`config.mk`:
```
export PLATFORM = sky130hd
export DESIGN_NAME = gpio_ctrl_flat
export DESIGN_NICKNAME = d
export VERILOG_FILES = /design/src/rtl/gpio_ctrl_if.sv /design/src/rtl/gpio_ctrl.sv /design/src/flat_wrapper.sv
export SDC_FILE = /design/constraint.sdc
export NUM_CORES = 1
export LEC_CHECK = 0
export BUFFER_PORTS_ARGS = -buffer_cell sky130_fd_sc_hd__buf_2
export CAP_MARGIN = 20
export CORE_MARGIN = 10
export CORE_UTILIZATION = 49
export DETAILED_ROUTE_END_ITERATION = 7
export GPL_TIMING_DRIVEN = 0
export PLACE_DENSITY_LB_ADDON = 0.15
export SETUP_SLACK_MARGIN = 0.1
export SLEW_MARGIN = 20
export SYNTH_ARGS = -nofsm -noshare
export SYNTH_HDL_FRONTEND = slang
export SYNTH_SLANG_ARGS = --single-unit
```
`constraint.sdc`:
```
create_clock -name clk -period 1.6 [get_ports clk]
set_clock_uncertainty 0.2 [all_clocks]
set_input_delay 0.24 -clock clk [delete_from_list [all_inputs] [get_ports clk]]
set_output_delay 0.24 -clock clk [all_outputs]
set_load 0.1 [all_outputs]
```
`src/rtl/gpio_ctrl_if.sv`:
```
// rtl/gpio_ctrl_if.sv - single-cycle strobe register bus between CPU and gpio_ctrl
interface gpio_ctrl_if;
  logic        stb;
  logic        we;
  logic [1:0]  addr;
  logic [31:0] data_in;
  logic [31:0] data_out;
  logic        ack;

  modport master (
    output stb,
    output we,
    output addr,
    output data_in,
    input  data_out,
    input  ack
  );

  modport slave (
    input  stb,
    input  we,
    input  addr,
    input  data_in,
    output data_out,
    output ack
  );
endinterface

```
`src/rtl/gpio_ctrl.sv`:
```
// rtl/gpio_ctrl.sv - register-mapped GPIO with input sync, rising-edge latch and level irq
module gpio_ctrl #(
  parameter int NUM_GPIO = 8
) (
  input  logic                clk,
  input  logic                rst_n,
  gpio_ctrl_if.slave          bus,
  output logic [NUM_GPIO-1:0] io_out,
  output logic [NUM_GPIO-1:0] io_tri,
  input  logic [NUM_GPIO-1:0] io_in,
  output logic                irq
);
  localparam logic [1:0] ADDR_DATA = 2'd0;
  localparam logic [1:0] ADDR_DIR  = 2'd1;
  localparam logic [1:0] ADDR_STAT = 2'd2;
  localparam logic [1:0] ADDR_IEN  = 2'd3;

  typedef logic [NUM_GPIO-1:0] pins_t;

  pins_t       out_q, out_d;
  pins_t       dir_q, dir_d;
  pins_t       stat_q, stat_d;
  pins_t       ien_q, ien_d;
  pins_t       s1_q, s2_q, s3_q;
  pins_t       rise;
  logic [1:0]  warm_q, warm_d;
  logic        req_q, req_we_q;
  logic [1:0]  req_addr_q;
  logic        ack_q;
  logic [31:0] rdata_q, rdata_d, rd_mux;
  logic        irq_q, irq_d;
  logic        wr;

  always_comb begin
    wr     = bus.stb & bus.we;
    rise   = s2_q & ~s3_q;
    warm_d = (warm_q == 2'd3) ? warm_q : warm_q + 2'd1;
    out_d  = out_q;
    dir_d  = dir_q;
    ien_d  = ien_q;
    stat_d = stat_q;
    if (wr) begin
      case (bus.addr)
        ADDR_DATA: out_d  = bus.data_in[NUM_GPIO-1:0];
        ADDR_DIR:  dir_d  = bus.data_in[NUM_GPIO-1:0];
        ADDR_STAT: stat_d = stat_q & ~bus.data_in[NUM_GPIO-1:0];
        ADDR_IEN:  ien_d  = bus.data_in[NUM_GPIO-1:0];
        default:   out_d  = out_q;
      endcase
    end
    // Applied after the W1C clear so a same-cycle edge wins; masked until the sync chain is warm
    if (warm_q == 2'd3) begin
      stat_d = stat_d | rise;
    end
    irq_d = |(stat_q & ien_q);

    // Reads are served one edge after the strobe, so DATA sees s2 from the strobe edge
    rd_mux = '0;
    case (req_addr_q)
      ADDR_DATA: rd_mux[NUM_GPIO-1:0] = s2_q;
      ADDR_DIR:  rd_mux[NUM_GPIO-1:0] = dir_q;
      ADDR_STAT: rd_mux[NUM_GPIO-1:0] = stat_q;
      ADDR_IEN:  rd_mux[NUM_GPIO-1:0] = ien_q;
      default:   rd_mux = '0;
    endcase
    rdata_d = rdata_q;
    if (req_q) begin
      rdata_d = req_we_q ? 32'd0 : rd_mux;
    end
  end

  always_ff @(posedge clk) begin
    if (!rst_n) begin
      out_q      <= '0;
      dir_q      <= '0;
      stat_q     <= '0;
      ien_q      <= '0;
      s1_q       <= '0;
      s2_q       <= '0;
      s3_q       <= '0;
      warm_q     <= 2'd0;
      req_q      <= 1'b0;
      req_we_q   <= 1'b0;
      req_addr_q <= 2'd0;
      ack_q      <= 1'b0;
      rdata_q    <= 32'd0;
      irq_q      <= 1'b0;
    end else begin
      out_q      <= out_d;
      dir_q      <= dir_d;
      stat_q     <= stat_d;
      ien_q      <= ien_d;
      s1_q       <= io_in;
      s2_q       <= s1_q;
      s3_q       <= s2_q;
      warm_q     <= warm_d;
      req_q      <= bus.stb;
      req_we_q   <= bus.we;
      req_addr_q <= bus.addr;
      ack_q      <= req_q;
      rdata_q    <= rdata_d;
      irq_q      <= irq_d;
    end
  end

  assign io_out       = out_q;
  assign io_tri       = ~dir_q;
  assign irq          = irq_q;
  assign bus.ack      = ack_q;
  assign bus.data_out = rdata_q;
endmodule

```
`src/flat_wrapper.sv`:
```
// flat-port wrapper written by rule: the top's interface ports become plain ports
module gpio_ctrl_flat 
#(
  parameter int NUM_GPIO = 8
)
  (clk, rst_n, io_out, io_tri, io_in, irq, bus_stb, bus_we, bus_addr, bus_data_in, bus_data_out, bus_ack);
  gpio_ctrl_if bus_i ();
  input  logic clk;
  input  logic rst_n;
  output logic [NUM_GPIO-1:0] io_out;
  output logic [NUM_GPIO-1:0] io_tri;
  input  logic [NUM_GPIO-1:0] io_in;
  output logic irq;
  input wire logic [$bits(bus_i.stb)-1:0] bus_stb;
  input wire logic [$bits(bus_i.we)-1:0] bus_we;
  input wire logic [$bits(bus_i.addr)-1:0] bus_addr;
  input wire logic [$bits(bus_i.data_in)-1:0] bus_data_in;
  output wire logic [$bits(bus_i.data_out)-1:0] bus_data_out;
  output wire logic [$bits(bus_i.ack)-1:0] bus_ack;
  assign bus_i.stb = bus_stb;
  assign bus_i.we = bus_we;
  assign bus_i.addr = bus_addr;
  assign bus_i.data_in = bus_data_in;
  assign bus_data_out = bus_i.data_out;
  assign bus_ack = bus_i.ack;
  gpio_ctrl #(.NUM_GPIO(NUM_GPIO)) u_core (.clk(clk), .rst_n(rst_n), .bus(bus_i), .io_out(io_out), .io_tri(io_tri), .io_in(io_in), .irq(irq));
endmodule
```
==> flow_results.xml, run 1 <==
<?xml version="1.0" encoding="UTF-8"?>
<metrics>
  <group name="floorplan">
    <metric name="chipHeight" unit="um">95.56</metric>
    <metric name="io_pins" unit="">96</metric>
    <metric name="core_area" unit="um2">5540</metric>
    <metric name="chipWidth" unit="um">95.56</metric>
    <metric name="floorplan.die_area" unit="um2">9132</metric>
    <metric name="initial_utilization" unit="%">50.50</metric>
    <metric name="placementRows" unit="">27</metric>
  </group>
  <group name="critical_path">
    <metric name="setup.worst_path.start_class" unit="">flip-flop</metric>
    <metric name="delay_of_the_slowest_cell_on_the_worst_path" unit="ns">0.33</metric>
    <metric name="timing.critical_path.slowest_stage_cell" unit="">dfxtp_1</metric>
    <metric name="end_kind" unit="">flip-flop</metric>
    <metric name="worst-path-stages" unit="">5</metric>
    <metric name="cp_data_required_time" unit="ns">1.63</metric>
    <metric name="worst_path_dominant_cell_family" unit="">flip-flops</metric>
    <metric name="critical_path_cell_by_cell" unit="">buf_6 -&gt; clkbuf_16 -&gt; mux2i_2 -&gt; o22ai_1 -&gt; a21o_1</metric>
    <metric name="critPathArrivalTime" unit="ns">1.50</metric>
    <metric name="critPathKind" unit="">flip-flop to flip-flop</metric>
    <metric name="crit_path_max_fanout" unit="">6</metric>
    <metric name="timing.reg2reg.worst_path_depth" unit="">5</metric>
    <metric name="worst-path-buf-inv" unit="">2</metric>
  </group>
  <group name="logic_synthesis">
    <metric name="synth-main-ff-cell" unit="">dfxtp_1</metric>
    <metric name="largest_area_contributor_in_the_netlist" unit="">dfxtp_1</metric>
    <metric name="synth_warnings" unit="">0</metric>
    <metric name="synthTopCellsByCount" unit="">dfxtp_1 (72), and2_1 (29), buf_4 (27)</metric>
    <metric name="yosys.cell_count.top_type" unit="">dfxtp_1</metric>
    <metric name="postSynthRegisterBits" unit="">72</metric>
    <metric name="synthesis.area" unit="um2">2798</metric>
    <metric name="async_flop_share" unit="%">0</metric>
    <metric name="synthesis.area_per_instance" unit="um2">9.681</metric>
    <metric name="synthCells" unit="">289</metric>
    <metric name="synth-seq-area-share" unit="%">51.52</metric>
    <metric name="synth-edff-count" unit="">0</metric>
    <metric name="synth.distinct_cells" unit="">26</metric>
    <metric name="biggest_area_contributors_in_the_synthesized_netlist" unit="">dfxtp_1 (52%), buf_4 (7.2%), and2_1 (6.5%), mux2i_1 (6.1%), nand3_1 (4.3%)</metric>
    <metric name="post-synth-top-area-fraction" unit="%">51.52</metric>
  </group>
  <group name="grt">
    <metric name="grt-ovfl-total" unit="">0</metric>
    <metric name="grt_pass1_vias" unit="">2027</metric>
    <metric name="grt_pass1_wl" unit="um">10250</metric>
    <metric name="grt_max_degree" unit="">12</metric>
    <metric name="gr-usage-all-layers" unit="%">14.64</metric>
    <metric name="antenna_found_initial" unit="">0</metric>
  </group>
  <group name="detailed_routing">
    <metric name="detail_route.vias_per_cell" unit="">4.705</metric>
    <metric name="postRouteWirelength" unit="um">6651</metric>
    <metric name="drt_iter0_drc" unit="">87</metric>
    <metric name="drt_pre_antenna_iters" unit="">4</metric>
    <metric name="number_of_nets_with_antenna_violations_after_routing" unit="">0</metric>
    <metric name="routed_length_per_instance" unit="um">14.43</metric>
    <metric name="drt_drc_violations_left" unit="">0</metric>
    <metric name="dr_total_vias" unit="">2169</metric>
  </group>
  <group name="min_path">
    <metric name="worstHoldPathCells" unit="">3</metric>
    <metric name="holdCritPathClass" unit="">input pin to flip-flop</metric>
  </group>
  <group name="cts">
    <metric name="cts_made_buffers" unit="">9</metric>
    <metric name="h-tree-depth" unit="">3</metric>
    <metric name="clock_sink_count" unit="">72</metric>
    <metric name="clk_transition_reported_paths" unit="ns">0.07</metric>
    <metric name="cts_root_buf" unit="">clkbuf_8</metric>
    <metric name="cts_tree" unit="">built</metric>
    <metric name="worst_skew_pair.late_latency" unit="ns">0.34</metric>
    <metric name="clock_tree.buffer_depth" unit="">2</metric>
  </group>
  <group name="power">
    <metric name="internal_power" unit="mW">2.585</metric>
    <metric name="netSwitchingPower" unit="mW">1.139</metric>
    <metric name="powerDensity" unit="nW/um2">1020</metric>
    <metric name="power_frac_clock" unit="%">31.5</metric>
    <metric name="p_leak" unit="nW">1.638</metric>
    <metric name="worst_ir_drop_vdd" unit="mV">0.5955</metric>
    <metric name="sequentialPowerShare" unit="%">50.7</metric>
    <metric name="power.switching_fraction" unit="%">30.58</metric>
    <metric name="pwr-share-comb" unit="%">17.8</metric>
  </group>
  <group name="run_status">
    <metric name="outcome" unit="">finished clean</metric>
  </group>
  <group name="cells_and_area">
    <metric name="multi_input_area" unit="um2">1149</metric>
    <metric name="final_layout_net_count" unit="">432</metric>
    <metric name="final.fill_count" unit="">494</metric>
    <metric name="layout-drive-gt1-share" unit="%">26.74</metric>
    <metric name="ff_latch_area" unit="um2">1441</metric>
    <metric name="layout_utilization" unit="%">65.92</metric>
    <metric name="syn_to_final_growth" unit="%">30.55</metric>
    <metric name="finalNonFillerCells" unit="">461</metric>
    <metric name="antenna-diode-count" unit="">0</metric>
  </group>
  <group name="placed_design">
    <metric name="pre_cts_ws" unit="ns">0.05499</metric>
    <metric name="gp_congestion" unit="">0.8480</metric>
    <metric name="place.detailed.hpwl" unit="um">4842</metric>
    <metric name="buffer_ports.inserted" unit="">46</metric>
    <metric name="dp.cells" unit="">430</metric>
  </group>
  <group name="timing">
    <metric name="fin_tns_setup" unit="ns">0</metric>
    <metric name="period_share" unit="%">91.72</metric>
    <metric name="final_hold_fails" unit="">0</metric>
    <metric name="final.min_clock_period" unit="ns">1.468</metric>
    <metric name="fmax" unit="MHz">681.4</metric>
    <metric name="finalSetupViolations" unit="">0</metric>
    <metric name="final_max_slew_viol_count" unit="">0</metric>
    <metric name="slew-limit-headroom" unit="%">65.33</metric>
    <metric name="finalWorstSetupSlack" unit="ns">0.1324</metric>
    <metric name="slew_worst_pin" unit="ns">0.5182</metric>
    <metric name="unrepaired_setup_endpoints_after_global_routing" unit="">no</metric>
  </group>
  <group name="flow_run">
    <metric name="drv_cap" unit="">0</metric>
  </group>
</metrics>
[per-stage QoR]
stage / hold WS [ns] / cell area, um2 / total power [mW]
final: 0.02797 / 3652 / 3.723
after global routing: 0.02061 / 3652 / 3.897
after CTS: 0.01864 / 3566 / 3.723
after detailed placement: 0.2196 / 3204 / 2.530
after global placement: 0.2167 / 3204 / 2.523
after floorplan: 0.1617 / 2884 / 2.436
[cells in the final DEF (no fill, tap or decap), types with 2 or more instances in the layout]
cell type      netlist  routed
a22oi_1              4       4
mux2i_2              0       5
nand3_1             24      24
o21ai_0             24      24
conb_1               1      24
nand2_1             16      16
dfxtp_1             72      72
clkinv_2             0       3
mux2i_1             17      12
dlygate4sd3_1        0      12
buf_6                2      10
buf_2                6      26
nor2_1              11      11
clkbuf_8             0       9
a21o_1               8       8
o22ai_1              8       8
and2_1              29      29
nand4b_1             2       2
inv_1                9       9
o21a_1               8       8
nand4bb_1            2       2
a21boi_0             8       8
buf_4               27      47
clkbuf_1             5       7
[flip-flops by register name, indices dropped and copies added (netlist names), 8 cells and up]
signal               cells
u_core.io_out            8
u_core.dir_q             8
u_core.s3_q              8
u_core.s2_q              8
u_core.s1_q              8
u_core.stat_q            8
u_core.bus.data_out      8
u_core.ien_q             8
[cell type report]
class | count | area share [%]
well taps | 72 | 2.467
flip-flops and latches | 72 | 39.47
clock inverters | 4 | 0.6167
clock buffers | 11 | 3.597
repair buffers | 62 | 13.50
plain buffers | 41 | 7.982
inverters | 9 | 0.9250
multi-input cells | 190 | 31.45
[final timing paths]
check / start / endpoint / slack (ns)
setup reg to reg: u_core.req_addr_q[0] / u_core.bus.data_out[3] / 0.13
hold / removal: bus_data_in[7] / u_core.dir_q[7] / 0.03
hold reg to reg: u_core.s1_q[6] / u_core.s2_q[6] / 0.23
setup / recovery: u_core.req_addr_q[0] / u_core.bus.data_out[3] / 0.13
[worst register-to-register path: cells and delay by family, from the launching register on]
family	cells	cell delay [ns]
buf+inv	2	0.30
flops	1	0.33
compound gates	2	0.29
mux	1	0.24
[layer usage]
metal	routed length [um]	track usage [%]	up-vias
met5	0	0	-
met4	99	6.757	0
met3	553	5.734	11
met2	3076	21.95	67
met1	2922	18.09	963
li1	-	-	1128
[logic make-up after synthesis]
| group | synth area share [%] |
|---|---|
| XOR/XNOR | 0.3131 |
| AO/OA/AOI/OAI | 13.91 |
| AND/OR/NAND/NOR | 16.41 |
| buffers and inverters | 11.18 |
| adder cells (fa/ha/maj) | 0.4472 |
| other | 0.1340 |
| multiplexers | 6.082 |
| flip-flops | 51.52 |
[power groups by stage]
| stage | sequential (mW) | clock, mW | combinational (mW) |
|---|---|---|---|
| CTS | 1.89 | 1.20 | 0.641 |
| global route | 1.89 | 1.30 | 0.706 |
| global placement | 1.92 | 0 | 0.601 |
| finish | 1.89 | 1.17 | 0.663 |
| detailed placement | 1.92 | 0 | 0.606 |
| floorplan | 1.97 | 0 | 0.464 |
[repair_timing]
item,4_1_cts,5_1_grt
hold buffers,12,0
cloned,0,1
resized for setup,32,10
setup buffers,0,3
setup endpoints to repair,31,16
endpoints found under the hold margin,12,0
(Power assumes the default switching activity.)
==> inputs of run 2 (changes only) <==
--- a/config.mk
+++ b/config.mk
@@ -7,7 +7,7 @@
 export LEC_CHECK = 0
 export BUFFER_PORTS_ARGS = -buffer_cell sky130_fd_sc_hd__buf_2
 export CAP_MARGIN = 20
-export CORE_MARGIN = 10
+export CORE_MARGIN = 2
 export CORE_UTILIZATION = 49
 export DETAILED_ROUTE_END_ITERATION = 7
 export GPL_TIMING_DRIVEN = 0
==> run 2 against run 1 <==
Worst setup slack worse by 0.0024 ns. Worst hold slack better by 0.013 ns. Design area is 0.92% lower. First-iteration DRC count is 25% higher. Total power is 3.0% higher. Fmax is 0.17% lower. Largest power group unchanged.
==> flow_results.xml, run 2 (synthesis gave the netlist of run 1 again) <==
<?xml version="1.0" encoding="UTF-8"?>
<metrics>
  <group name="run_status">
    <metric name="outcome" unit="">finished clean</metric>
  </group>
  <group name="cells_and_area">
    <metric name="final_common_cell" unit="">dfxtp_1</metric>
    <metric name="multi_input_area" unit="um2">1152</metric>
    <metric name="final_cell_mix" unit="">dfxtp_1 (72), buf_4 (51), and2_1 (29)</metric>
    <metric name="antenna-diode-count" unit="">0</metric>
    <metric name="ff_latch_area" unit="um2">1441</metric>
    <metric name="final.fill_count" unit="">466</metric>
    <metric name="final_layout_net_count" unit="">429</metric>
    <metric name="layout-drive-gt1-share" unit="%">25.71</metric>
    <metric name="syn_to_final_growth" unit="%">29.34</metric>
  </group>
  <group name="timing">
    <metric name="final_max_slew_viol_count" unit="">0</metric>
    <metric name="finalWorstSetupSlack" unit="ns">0.1300</metric>
    <metric name="slew-limit-headroom" unit="%">65.99</metric>
    <metric name="period_share" unit="%">91.88</metric>
    <metric name="unrepaired_setup_endpoints_after_global_routing" unit="">no</metric>
    <metric name="slew_worst_pin" unit="ns">0.5083</metric>
    <metric name="fmax" unit="MHz">680.3</metric>
    <metric name="fin_tns_setup" unit="ns">0</metric>
    <metric name="final_hold_fails" unit="">0</metric>
    <metric name="finalSetupViolations" unit="">0</metric>
    <metric name="final.min_clock_period" unit="ns">1.470</metric>
  </group>
  <group name="cts">
    <metric name="cts_tree" unit="">built</metric>
    <metric name="clock_tree.buffer_depth" unit="">2</metric>
    <metric name="clk_transition_reported_paths" unit="ns">0.06</metric>
    <metric name="cts_root_buf" unit="">clkbuf_8</metric>
    <metric name="worst_skew_pair.late_latency" unit="ns">0.33</metric>
    <metric name="cts_setup_buffers" unit="">0</metric>
    <metric name="clock_sink_count" unit="">72</metric>
    <metric name="h-tree-depth" unit="">3</metric>
    <metric name="cts_made_buffers" unit="">9</metric>
  </group>
  <group name="critical_path">
    <metric name="worstSetupStartpoint" unit="">u_core.dir_q[1]</metric>
    <metric name="delay_of_the_slowest_cell_on_the_worst_path" unit="ns">0.35</metric>
    <metric name="timing.critical_path.slowest_stage_cell" unit="">dfxtp_1</metric>
    <metric name="critical_path_cell_by_cell" unit="">inv_1 -&gt; buf_4</metric>
    <metric name="setup.worst_path.start_class" unit="">flip-flop</metric>
    <metric name="worstReg2RegStart" unit="">u_core.req_addr_q[0]</metric>
    <metric name="crit_path_max_fanout" unit="">3</metric>
    <metric name="critical_path.reg2reg.endpoint" unit="">u_core.bus.data_out[1]</metric>
    <metric name="timing.reg2reg.worst_path_depth" unit="">5</metric>
    <metric name="cp_data_required_time" unit="ns">1.16</metric>
    <metric name="critPathKind" unit="">flip-flop to output pin</metric>
    <metric name="critPathArrivalTime" unit="ns">1.03</metric>
    <metric name="crit_path_end" unit="">io_tri[1]</metric>
    <metric name="end_kind" unit="">output pin</metric>
    <metric name="r2r_setup_slack" unit="ns">0.15</metric>
  </group>
  <group name="floorplan">
    <metric name="initial_utilization" unit="%">50.81</metric>
    <metric name="chipHeight" unit="um">79.56</metric>
    <metric name="io_pins" unit="">96</metric>
    <metric name="floorplan.die_area" unit="um2">6330</metric>
    <metric name="chipWidth" unit="um">79.56</metric>
    <metric name="placementRows" unit="">27</metric>
    <metric name="core_area" unit="um2">5507</metric>
  </group>
  <group name="detailed_routing">
    <metric name="number_of_nets_with_antenna_violations_after_routing" unit="">0</metric>
    <metric name="drt_pre_antenna_iters" unit="">4</metric>
    <metric name="routed_length_per_instance" unit="um">12.89</metric>
    <metric name="drt_iter0_drc" unit="">109</metric>
    <metric name="detail_route.vias_per_cell" unit="">4.755</metric>
    <metric name="drt_drc_violations_left" unit="">0</metric>
    <metric name="dr_total_vias" unit="">2173</metric>
    <metric name="postRouteWirelength" unit="um">5889</metric>
  </group>
  <group name="flow_run">
    <metric name="drv_cap" unit="">0</metric>
  </group>
  <group name="grt">
    <metric name="grt-ovfl-total" unit="">0</metric>
    <metric name="antenna_found_initial" unit="">0</metric>
    <metric name="gr-usage-all-layers" unit="%">19.94</metric>
    <metric name="grt_max_degree" unit="">11</metric>
    <metric name="grt_pass1_wl" unit="um">9404</metric>
    <metric name="grt_pass1_vias" unit="">1976</metric>
  </group>
  <group name="power">
    <metric name="p_leak" unit="nW">1.613</metric>
    <metric name="totalPowerFinal" unit="mW">3.834</metric>
    <metric name="powerDensity" unit="nW/um2">1060</metric>
    <metric name="worst_ir_drop_vdd" unit="mV">0.6142</metric>
  </group>
  <group name="min_path">
    <metric name="holdCritPathClass" unit="">input pin to flip-flop</metric>
  </group>
  <group name="placed_design">
    <metric name="place.detailed.hpwl" unit="um">4311</metric>
    <metric name="buffer_ports.inserted" unit="">46</metric>
    <metric name="gp_congestion" unit="">0.7486</metric>
    <metric name="pre_cts_ws" unit="ns">0.07111</metric>
  </group>
</metrics>
[run 2: cell count changes in the layout (fill, tap and decap cells not counted), moves of 2 or more]
cell,change
clkbuf_1,+2
clkinv_2,-3
buf_6,-8
buf_4,+4
[run 2: layout make-up]
type | instances | share of cell area (%)
sequential | 72 | 39.83
multi-input combinational | 190 | 31.85
timing repair buffer | 59 | 12.17
buffer | 41 | 8.057
clock buffer | 13 | 3.838
tap | 72 | 2.490
inverter | 9 | 0.9336
clock inverter | 1 | 0.8299
[run 2: worst max-delay path, delay by kind of cell, from the launching register on]
family / cells / cell delay (ns)
buf+inv: 2 / 0.35
flops: 1 / 0.35
[run 2: what timing repair did]
| item | 4_1_cts | 5_1_grt |
|---|---|---|
| setup endpoints to repair | 30 | 8 |
| gates cloned | 0 | 1 |
| endpoints found under the hold margin | 12 | 0 |
| resized for setup | 27 | 8 |
| hold buffers | 12 | 0 |
[run 2: where the power goes]
| part | switching, mW | internal, mW |
|---|---|---|
| Sequential | 0.0342 | 1.85 |
| Clock | 0.590 | 0.706 |
| Combinational | 0.472 | 0.178 |
| Total | 1.10 | 2.74 |
[run 2: routing by layer]
layer | share of wire, % | up-vias | track usage [%]
li1 | - | 1116 | -
met1 | 46 | 981 | 25.75
met2 | 47 | 65 | 31.60
met3 | 6.0 | 11 | 3.733
met4 | 1.9 | 0 | 10.52
met5 | 0 | - | 0
[run 2: how the worst min path moves through the flow]
stage | from | to | slack, ns | cells past startpoint
global placement | u_core.s1_q[5] | u_core.s2_q[5] | 0.22 | 1
CTS | bus_data_in[7] | u_core.dir_q[7] | 0.03 | 3
detailed placement | u_core.s1_q[2] | u_core.s2_q[2] | 0.22 | 1
finish | bus_data_in[0] | u_core.dir_q[0] | 0.04 | 3
global route | bus_data_in[7] | u_core.dir_q[7] | 0.06 | 3
floorplan | bus_addr[0] | u_core.req_addr_q[0] | 0.16 | 1
[run 2: stage by stage]
step / util, % / cells / cell area, um2 / hold WS, ns
after floorplan: - / 312 / 2884 / 0.1617
after global placement: 58.19 / 430 / 3204 / 0.2151
after detailed placement: 58.19 / 430 / 3204 / 0.2192
after CTS: 64.71 / 456 / 3563 / 0.02628
after global routing: 65.71 / 457 / 3618 / 0.05606
final: 65.71 / 457 / 3618 / 0.04053
